**src/rtl/wf_rr_arbiter_pkg.sv**
```systemverilog
// Shared definitions for the round-robin wavefront arbiter.
// Holds the slot count, ID width, the mod-40 wrap subtrahend, the grant
// register payload and a mod-NUM_WF add helper.
package wf_rr_arbiter_pkg;

   localparam int unsigned NUM_WF = 40;
   localparam int unsigned WFID_W = 6;
   localparam int unsigned SUM_W  = 7;

   // Adding this value in SUM_W bits subtracts NUM_WF (two's complement).
   localparam logic [SUM_W-1:0] WRAP_SUB = SUM_W'((1 << SUM_W) - NUM_WF);

   typedef logic [WFID_W-1:0] wfid_t;
   typedef logic [NUM_WF-1:0] wfvec_t;

   typedef struct packed {
      logic   valid;
      wfid_t  wfid;
      wfvec_t onehot;
   } grant_t;

   // (a + b) mod NUM_WF for a, b already in 0..NUM_WF-1.
   function automatic wfid_t wf_wrap_add(input wfid_t a, input wfid_t b);
      logic [SUM_W-1:0] sum;
      sum = SUM_W'(a) + SUM_W'(b);
      if (sum >= SUM_W'(NUM_WF)) begin
         sum = sum + WRAP_SUB;
      end
      return WFID_W'(sum);
   endfunction

   function automatic wfid_t wf_inc(input wfid_t a);
      return wf_wrap_add(a, WFID_W'(1));
   endfunction

endpackage

```
**src/rtl/wf_rr_arbiter_if.sv**
```systemverilog
// Handshake bundle between per-slot ready logic, the arbiter and the issue stage.
// slave : arbiter side (takes req/flush/out_ready, drives the grant and prio_base).
// master: environment side.
// Optional macro WF_ARB_PERF_CNT_EN adds perf_grants / perf_stalls.
interface wf_rr_arbiter_if import wf_rr_arbiter_pkg::*; ();

   wfvec_t      req;
   logic        flush;
   logic        out_ready;
   logic        grant_valid;
   wfid_t       grant_wfid;
   wfvec_t      grant_onehot;
   wfid_t       prio_base;
`ifdef WF_ARB_PERF_CNT_EN
   logic [31:0] perf_grants;
   logic [31:0] perf_stalls;

   modport slave (
      input  req, flush, out_ready,
      output grant_valid, grant_wfid, grant_onehot, prio_base,
      output perf_grants, perf_stalls
   );

   modport master (
      output req, flush, out_ready,
      input  grant_valid, grant_wfid, grant_onehot, prio_base,
      input  perf_grants, perf_stalls
   );
`else
   modport slave (
      input  req, flush, out_ready,
      output grant_valid, grant_wfid, grant_onehot, prio_base
   );

   modport master (
      output req, flush, out_ready,
      input  grant_valid, grant_wfid, grant_onehot, prio_base
   );
`endif

endinterface

```
**src/rtl/wf_rr_pick.sv**
```systemverilog
// Rotating first-one finder: returns the first set bit of vec searching
// start, start+1, ..., NUM_WF-1, 0, ..., start-1. Purely combinational.
// Ports: vec (NUM_WF candidates), start (search origin),
//        found (any bit set), id (winning slot, 0 when none).
module wf_rr_pick
   import wf_rr_arbiter_pkg::*;
(
   input  wfvec_t vec,
   input  wfid_t  start,
   output logic   found,
   output wfid_t  id
);

   wfid_t idx;

   // Scan from the farthest offset down so the nearest hit is written last.
   always_comb begin
      found = 1'b0;
      id    = '0;
      idx   = '0;
      for (int k = NUM_WF - 1; k >= 0; k--) begin
         idx = wf_wrap_add(start, WFID_W'(k));
         if (vec[idx]) begin
            found = 1'b1;
            id    = idx;
         end
      end
   end

endmodule

```
**src/rtl/wf_rr_arbiter.sv**
```systemverilog
// Round-robin wavefront arbiter for the NUM_WF slots of a compute unit.
// Picks one eligible slot per cycle from a rotating base and holds it in a
// registered valid/ready output until the issue stage accepts it.
// Ports: clk, rst (synchronous, active-high), bus (wf_rr_arbiter_if.slave:
//        req, flush, out_ready in; grant_valid, grant_wfid, grant_onehot,
//        prio_base out).
// Optional macro WF_ARB_PERF_CNT_EN adds perf_grants / perf_stalls counters.
module wf_rr_arbiter
   import wf_rr_arbiter_pkg::*;
(
   input  logic             clk,
   input  logic             rst,
   wf_rr_arbiter_if.slave   bus
);

   grant_t grant_q;
   wfid_t  base_q;

   logic   accept_c;
   logic   load_c;
   wfid_t  next_base_c;
   wfvec_t mreq_c;
   logic   found_c;
   wfid_t  pick_id_c;

   assign accept_c    = grant_q.valid & bus.out_ready;
   assign load_c      = (~grant_q.valid | accept_c) & ~bus.flush;
   // Search origin assumes the held grant retires, so the next pick skips past it.
   assign next_base_c = grant_q.valid ? wf_inc(grant_q.wfid) : base_q;
   // A held grant is never a candidate for its own replacement.
   assign mreq_c      = bus.req & ~grant_q.onehot;

   wf_rr_pick u_pick (
      .vec   (mreq_c),
      .start (next_base_c),
      .found (found_c),
      .id    (pick_id_c)
   );

   // Grant register and priority base.
   always_ff @(posedge clk) begin
      if (rst) begin
         grant_q <= '0;
         base_q  <= '0;
      end else begin
         if (accept_c) begin
            base_q <= wf_inc(grant_q.wfid);
         end
         if (bus.flush) begin
            // ID is left as-is; only validity and the one-hot are cleared.
            grant_q.valid  <= 1'b0;
            grant_q.onehot <= '0;
         end else if (load_c) begin
            grant_q.valid  <= found_c;
            grant_q.wfid   <= pick_id_c;
            grant_q.onehot <= found_c ? (wfvec_t'(1) << pick_id_c) : '0;
         end
      end
   end

   assign bus.grant_valid  = grant_q.valid;
   assign bus.grant_wfid   = grant_q.wfid;
   assign bus.grant_onehot = grant_q.onehot;
   assign bus.prio_base    = base_q;

`ifdef WF_ARB_PERF_CNT_EN
   logic [31:0] perf_grants_q;
   logic [31:0] perf_stalls_q;

   // Accept and stall counters; both wrap naturally at 2^32.
   always_ff @(posedge clk) begin
      if (rst) begin
         perf_grants_q <= '0;
         perf_stalls_q <= '0;
      end else begin
         if (accept_c) begin
            perf_grants_q <= perf_grants_q + 32'd1;
         end
         if (grant_q.valid && !bus.out_ready) begin
            perf_stalls_q <= perf_stalls_q + 32'd1;
         end
      end
   end

   assign bus.perf_grants = perf_grants_q;
   assign bus.perf_stalls = perf_stalls_q;
`endif

endmodule

```
**src/flat_wrapper.sv**
```systemverilog
// flat-port wrapper written by rule: the top's interface ports become plain ports
module wf_rr_arbiter_flat import wf_rr_arbiter_pkg::*;
  (clk, rst, bus_req, bus_flush, bus_out_ready, bus_grant_valid, bus_grant_wfid, bus_grant_onehot, bus_prio_base);
  wf_rr_arbiter_if bus_i ();
  input  logic clk;
  input  logic rst;
  input wire logic [$bits(bus_i.req)-1:0] bus_req;
  input wire logic [$bits(bus_i.flush)-1:0] bus_flush;
  input wire logic [$bits(bus_i.out_ready)-1:0] bus_out_ready;
  output wire logic [$bits(bus_i.grant_valid)-1:0] bus_grant_valid;
  output wire logic [$bits(bus_i.grant_wfid)-1:0] bus_grant_wfid;
  output wire logic [$bits(bus_i.grant_onehot)-1:0] bus_grant_onehot;
  output wire logic [$bits(bus_i.prio_base)-1:0] bus_prio_base;
  assign bus_i.req = bus_req;
  assign bus_i.flush = bus_flush;
  assign bus_i.out_ready = bus_out_ready;
  assign bus_grant_valid = bus_i.grant_valid;
  assign bus_grant_wfid = bus_i.grant_wfid;
  assign bus_grant_onehot = bus_i.grant_onehot;
  assign bus_prio_base = bus_i.prio_base;
  wf_rr_arbiter u_core (.clk(clk), .rst(rst), .bus(bus_i));
endmodule
```
**config.mk**
```make
export PLATFORM = sky130hd
export DESIGN_NAME = wf_rr_arbiter_flat
export DESIGN_NICKNAME = d
export VERILOG_FILES = /design/src/rtl/wf_rr_arbiter_pkg.sv /design/src/rtl/wf_rr_arbiter_if.sv /design/src/rtl/wf_rr_pick.sv /design/src/rtl/wf_rr_arbiter.sv /design/src/flat_wrapper.sv
export SDC_FILE = /design/constraint.sdc
export NUM_CORES = 1
export LEC_CHECK = 0
export ABC_AREA = 1
export BUFFER_PORTS_ARGS = -buffer_cell sky130_fd_sc_hd__buf_4
export CORE_ASPECT_RATIO = 1.25
export CORE_MARGIN = 3
export CORE_UTILIZATION = 45
export CTS_CLUSTER_SIZE = 28
export DETAILED_ROUTE_END_ITERATION = 7
export GPL_TIMING_DRIVEN = 0
export SYNTH_ARGS = -nofsm -noshare
export SYNTH_HDL_FRONTEND = slang
export SYNTH_SLANG_ARGS = --single-unit
```
**constraint.sdc**
```tcl
create_clock -name clk -period 10.7 [get_ports clk]
set_input_delay 1.07 -clock clk [delete_from_list [all_inputs] [get_ports clk]]
set_output_delay 1.07 -clock clk [all_outputs]
set_load 0.02 [all_outputs]
```
==> results of run 1 <==
## synthesized netlist by cell type (all sizes together) (9+ instances only)
| library cell | n |
|---|---|
| o211ai | 20 |
| a31oi | 9 |
| nand4 | 17 |
| ha | 71 |
| o21ai | 332 |
| nor3 | 36 |
| nor4 | 12 |
| nor2 | 173 |
| nand3 | 139 |
| xnor2 | 9 |
| o21a | 16 |
| buf | 36 |
| inv | 446 |
| xor2 | 59 |
| clkbuf | 48 |
| a21oi | 272 |
| or2 | 22 |
| dfxtp | 53 |
| nand2 | 731 |
## cell families after synthesis
group	synth area share [%]
simple gates	36.33
compound gates	28.19
buf+inv	15.48
fa+ha+maj	6.688
xor+xnor	5.435
flops	7.811
mux	0.07369
## final timing paths
path	start	end	slack, ps
worst max-delay path	u_core.bus.grant_valid$_SDFFE_PP0P_	u_core.bus.grant_onehot[4]$_SDFFE_PP0P_	180
worst min-delay path	u_core.bus.grant_onehot[19]$_SDFFE_PP0P_	u_core.bus.grant_onehot[19]$_SDFFE_PP0P_	490
worst max register to register	u_core.bus.grant_valid$_SDFFE_PP0P_	u_core.bus.grant_onehot[4]$_SDFFE_PP0P_	180
worst min register to register	u_core.bus.grant_onehot[19]$_SDFFE_PP0P_	u_core.bus.grant_onehot[19]$_SDFFE_PP0P_	490
## placed cells by master (no fill, tap or decap), types with 21 or more instances in the layout
master and n:
nand2_1 693, inv_1 418, o21ai_0 267, a21oi_1 254, nor2_1 167, nand3_1 122, buf_4 106, ha_1 65
o21ai_1 53, dfxtp_1 51, xor2_1 42, clkbuf_1 38, nand2_2 29, nor3_1 27, inv_2 24, buf_2 21
## state kept, by name (all words and copies together) (netlist names)
name / cells
u_core.bus.grant_onehot: 40
u_core.bus.grant_valid: 1
u_core.bus.grant_wfid: 6
u_core.bus.prio_base: 6
## per-stage QoR
stage | utilization (%) | instance area (sq um) | total power (uW) | setup TNS, ps | setup WS, ps
2_1_floorplan | - | 13580 | 1815 | 0 | 3205
3_3_place_gp | 50.14 | 14800 | 2554 | -56860 | -1583
3_5_place_dp | 50.14 | 14800 | 2570 | -32930 | -1023
4_1_cts | 50.75 | 14980 | 2773 | 0 | 57.77
5_1_grt | 51.47 | 15190 | 3090 | -14.85 | -12.01
6_report | 51.48 | 15190 | 2887 | 0 | 175.2
## metal layers
metal | part of all wire [%] | vias up
met5 | 0 | -
met4 | 10 | 0
met3 | 8.6 | 277
met2 | 44 | 917
met1 | 37 | 7836
li1 | - | 8461
## power by group through the flow
stage	combinational, uW	sequential (uW)	clock (uW)
detailed placement	2350	220	0
global route	2670	217	202
global placement	2330	220	0
floorplan	1590	227	0
finish	2480	216	194
CTS	2360	216	196
## critical path: cells and delay by family (launching register included)
family,cells,cell delay [ps]
buffers and inverters,11,2480
AOI/OAI and AO/OA,4,1580
and+or+nand+nor,66,5710
adders and majority gates,1,270
DFF,1,340
## cell type report
class	instances	area share [%]
diodes	1	0.01647
plain buffers	80	2.717
clock buffers	5	0.8235
clock inverters	3	0.3129
inverters	453	11.28
multi-input cells	1972	69.60
flip-flops and latches	53	6.999
well taps	396	3.261
repair buffers	101	4.990
## repair_timing
action / CTS / global route
endpoints found under the setup margin: 43 / 43
buffers inserted: 0 / 5
gates resized for setup: 8 / 56
pin swaps: 0 / 1
==> impl_metrics.csv, run 1 <==
group,metric,value,unit
worst_setup_path,cp.arrival,10750,ps
floorplan,start_util,46.02,%
clock_tree,htreeDepth,2,
synth,ys_dominant_reg_cell,"dfxtp_1",
min_path,hold_class,"flop to flop",
global_routing,grt.overflow.total,0,
synth,yosysSeqAreaShare,7.811,%
routing,drtPass1Iterations,6,
global_routing,antenna_found_initial,1,
synth,yosysWarnings,0,
floorplan,io_pins,97,
pwr,intPower,1004,uW
placed_design,portBuffers,96,
synth,synth.top_cells.by_area,"nand2_1 19%, inv_1 12%, o21ai_0 10%",
pwr,swShare,65.23,%
routing,vias,17491,
placed_design,place_hpwl,54.11,mm
worst_setup_path,slowest_delay,600,ps
clock_tree,worstSkewPairLatency,310,ps
sta,slew_violations,0,
routing,routed_wl,66.65,mm
clock_tree,tritoncts,"done",
pwr,peakVddDrop,0.1049,mV
worst_setup_path,path_class,"flop to flop",
routing,first_iter_violations,2002,
clock_tree,cts.sinks,53,
sta,hold_viol_final,0,
worst_setup_path,cp.required,10930,ps
pwr,p_seq_share,7.5,%
finish,drive_gt1_share,12.45,%
sta,fin_hold_ws,493.7,ps
worst_setup_path,rr_worst_depth,82,
sta,setup_violations,0,
synth,synth_top_cell_by_area,"nand2_1",
routing,post_drt_wl_per_cell,21.75,um
global_routing,grt_start_max_net_pins,19,
finish,ff_latch_area,1064,sq um
sta,min_period_over_period,98.36,%
sta,clock_skew,9.746,ps
clock_tree,max-clock-path-buffers,2,
sta,tightest_slew,1389,ps
global_routing,globalRouteTotalUtil,39.59,%
clock_tree,clk_pin_slew,80,ps
clock_tree,cts_buffers,5,
min_path,hold_depth,2,
pwr,power.switching,1883,uW
sta,fmax,95.01,MHz
global_routing,grtUsageMet3,6.227,%
worst_setup_path,crit_top_cell,"nand2_1",
global_routing,use_met2,63.68,%
pwr,p_leak,0.007834,uW
placed_design,gp_congestion,1.075,
clock_tree,postCtsHoldBufs,0,
synth,synth_edf_count,0,
pwr,pwr-share-comb,85.8,%
sta,finalCriticalPeriod,10520,ps
global_routing,grt_pass1_vias,16096,
synth,syn-num-nets,2678,
finish,areaGrowthSynthToFinish,11.86,%
floorplan,die_w,161.4,um
floorplan,die_h,200.2,um
finish,multi_input_area,10580,sq um
global_routing,met1_usage,45.91,%
synth,ys_async_sr_fraction,0,%
flow_run,cap_violations,0,
clock_tree,cts_root_buf,"clkbuf_16",
floorplan,row_count,70,
synth,ys_types,72,
pwr,power.density,190.0,nW/um^2
worst_setup_path,cp_max_fo,11,
floorplan,die_area,32320,sq um
worst_setup_path,worstSetupEndpointType,"flop",
synth,synthCells,2562,
placed_design,dp.cells,3054,
routing,drc,0,
worst_setup_path,worst_path_max_delay_cell,"o21ai_1",
finish,n_fill_cell,3258,
synth,synth_top_area_share,19.15,%
floorplan,core,29520,sq um
routing,viasPerCell,5.709,
global_routing,top_usage_layer,"met2",
synth,ys_seq_elements,53,
worst_setup_path,critPathLaunchType,"flop",
run_status,outcome,"finished, final reports clean",
synth,postSynthAreaPerCell,5.302,sq um
finish,nets,2782,
synth,synthesis.area,13580,sq um
global_routing,grt_pass1_wl,96.99,mm
sta,slew_headroom,6.408,%
routing,ant_nets,0,
pwr,clkPwrFrac,6.7,%
finish,stdcell_count,3064,
Note: power is estimated with default switching activity, not from simulation.
==> inputs of run 2 (changes only) <==
CORE_MARGIN = 4   (was 3)
RECOVER_POWER = 25   (was not set)
SETUP_SLACK_MARGIN = 0.02   (was not set)
==> impl_metrics.csv, run 2 (synthesis gave the netlist of run 1 again) <==
group,metric,value,unit
finish,most-common-layout-cells,"693 x nand2_1, 419 x inv_1, 270 x o21ai_0, 256 x a21oi_1, 167 x nor2_1",
clock_tree,worstSkewPairLatency,310,ps
floorplan,row_count,70,
global_routing,grt_pass1_wl,96.12,mm
global_routing,grt.overflow.total,0,
routing,ant_nets,0,
sta,slew_violations,0,
flow_run,cap_violations,0,
clock_tree,cts.sinks,53,
routing,routed_wl,66.24,mm
sta,slew_headroom,7.137,%
floorplan,start_util,46.02,%
routing,first_iter_violations,1786,
floorplan,core,29520,sq um
floorplan,die_h,202.2,um
finish,mostFrequentLayoutCell,"nand2_1",
placed_design,gp_congestion,1.078,
finish,diodes,0,
run_status,outcome,"finished, final reports clean",
global_routing,antenna_found_initial,1,
sta,finalCriticalPeriod,10370,ps
worst_setup_path,path_class,"flop to flop",
pwr,peakVddDrop,0.1410,mV
clock_tree,cts_buffers,5,
routing,post_drt_wl_per_cell,21.60,um
routing,viasPerCell,5.677,
sta,fin_hold_ws,487.7,ps
pwr,power.density,189.8,nW/um^2
sta,hold_viol_final,0,
finish,n_fill_cell,3315,
sta,setup_violations,0,
worst_setup_path,critPathLaunchType,"flop",
clock_tree,max-clock-path-buffers,2,
worst_setup_path,worstSetupEndpointType,"flop",
worst_setup_path,cp.required,10930,ps
worst_setup_path,cp.arrival,10600,ps
clock_tree,tritoncts,"done",
sta,min_period_over_period,96.96,%
sta,fin_setup_tns,0,ps
sta,tightest_slew,1378,ps
clock_tree,postCtsHoldBufs,0,
global_routing,globalRouteTotalUtil,38.62,%
worst_setup_path,crit_top_cell,"nand2_1",
sta,clock_skew,7.101,ps
routing,drtPass1Iterations,6,
pwr,p_leak,0.007732,uW
routing,drc,0,
floorplan,io_pins,97,
sta,fmax,96.39,MHz
global_routing,grt_start_max_net_pins,19,
floorplan,die_area,33050,sq um
worst_setup_path,cp_max_fo,11,
min_path,hold_class,"flop to flop",
finish,areaGrowthSynthToFinish,10.90,%
finish,drive_gt1_share,11.31,%
finish,nets,2786,
clock_tree,htreeDepth,2,
placed_design,portBuffers,96,
clock_tree,cts_root_buf,"clkbuf_16",
sta,grt_setup_unrepaired,"no",
floorplan,die_w,163.4,um
placed_design,place_hpwl,54.45,mm
routing,vias,17411,
worst_setup_path,slowest_delay,360,ps
finish,largest_reg_flops,40,
worst_setup_path,worst_path_max_delay_cell,"clkbuf_4",
global_routing,grt_pass1_vias,15987,
clock_tree,clk_pin_slew,80,ps
[run 2: cell types whose count changed in the layout (fill, tap and decap cells not counted), moves of 2 or more]
cell,previous run,this run
o21ai_0,267,270
o21ai_1,53,51
clkinv_4,0,2
clkbuf_4,4,2
buf_4,106,86
a21oi_2,16,14
ha_1,65,67
nor3_2,9,6
a21oi_1,254,256
nor3_1,27,30
clkbuf_2,6,8
ha_2,2,0
clkbuf_1,38,61
[run 2: stage by stage]
stage | instances | area (sq um) | setup WS [ps] | utilization [%] | total power, uW
4_1_cts | 3060 | 14960 | 47.85 | 50.67 | 2756
5_1_grt | 3067 | 15060 | 23.87 | 51.03 | 3064
3_3_place_gp | 3054 | 14800 | -1103 | 50.14 | 2562
6_report | 3067 | 15060 | 325.2 | 51.03 | 2859
3_5_place_dp | 3054 | 14800 | -554.6 | 50.14 | 2578
2_1_floorplan | 2562 | 13580 | 3205 | - | 1815
[run 2: final timing paths]
check                                      startpoint                                        to  slack [ps]  cells after the start
max               u_core.bus.grant_valid$_SDFFE_PP0P_  u_core.bus.grant_onehot[11]$_SDFFE_PP0P_         330                     73
max reg2reg       u_core.bus.grant_valid$_SDFFE_PP0P_  u_core.bus.grant_onehot[11]$_SDFFE_PP0P_         330                     73
min          u_core.bus.grant_onehot[23]$_SDFFE_PP0P_  u_core.bus.grant_onehot[23]$_SDFFE_PP0P_         490                      2
min reg2reg  u_core.bus.grant_onehot[23]$_SDFFE_PP0P_  u_core.bus.grant_onehot[23]$_SDFFE_PP0P_         490                      2
[run 2: power by group]
group	internal, uW	switching [uW]
logic	684	1790
registers	205	10.5
clock network	88.6	81.1
[run 2: worst max-delay path: cells and delay by family, from the launching register on]
family | cells | cell delay [ps]
AO/OA/AOI/OAI | 9 | 1510
adder cells (fa/ha/maj) | 1 | 300
flip-flops | 1 | 340
buffers and inverters | 10 | 2390
AND/OR/NAND/NOR | 53 | 5710
[run 2: what timing repair did]
item | CTS | global route
gates resized for setup | 5 | 44
setup endpoints to repair | 43 | 43
setup buffers | 0 | 8
pin swaps | 0 | 1
[run 2: cell type report]
cell class | instances | area [sq um] | share of cell area, %
inverter | 453 | 1710 | 11.35
tap | 396 | 495.5 | 3.289
multi-input combinational | 1972 | 10550 | 70.01
clock inverter | 3 | 26.28 | 0.1744
sequential | 53 | 1064 | 7.060
buffer | 81 | 401.6 | 2.666
clock buffer | 5 | 125.1 | 0.8306
timing repair buffer | 104 | 694.4 | 4.610
[run 2: per-layer routing]
metal  share of wire [%]  global-route usage [%]  vias to the layer above
li1                    -                       -                     8464
met1                  36                   43.16                     7760
met2                  46                   64.20                      927
met3                 9.1                   6.119                      258
met4                 9.4                   31.35                        2
met5               0.024                       0                        -
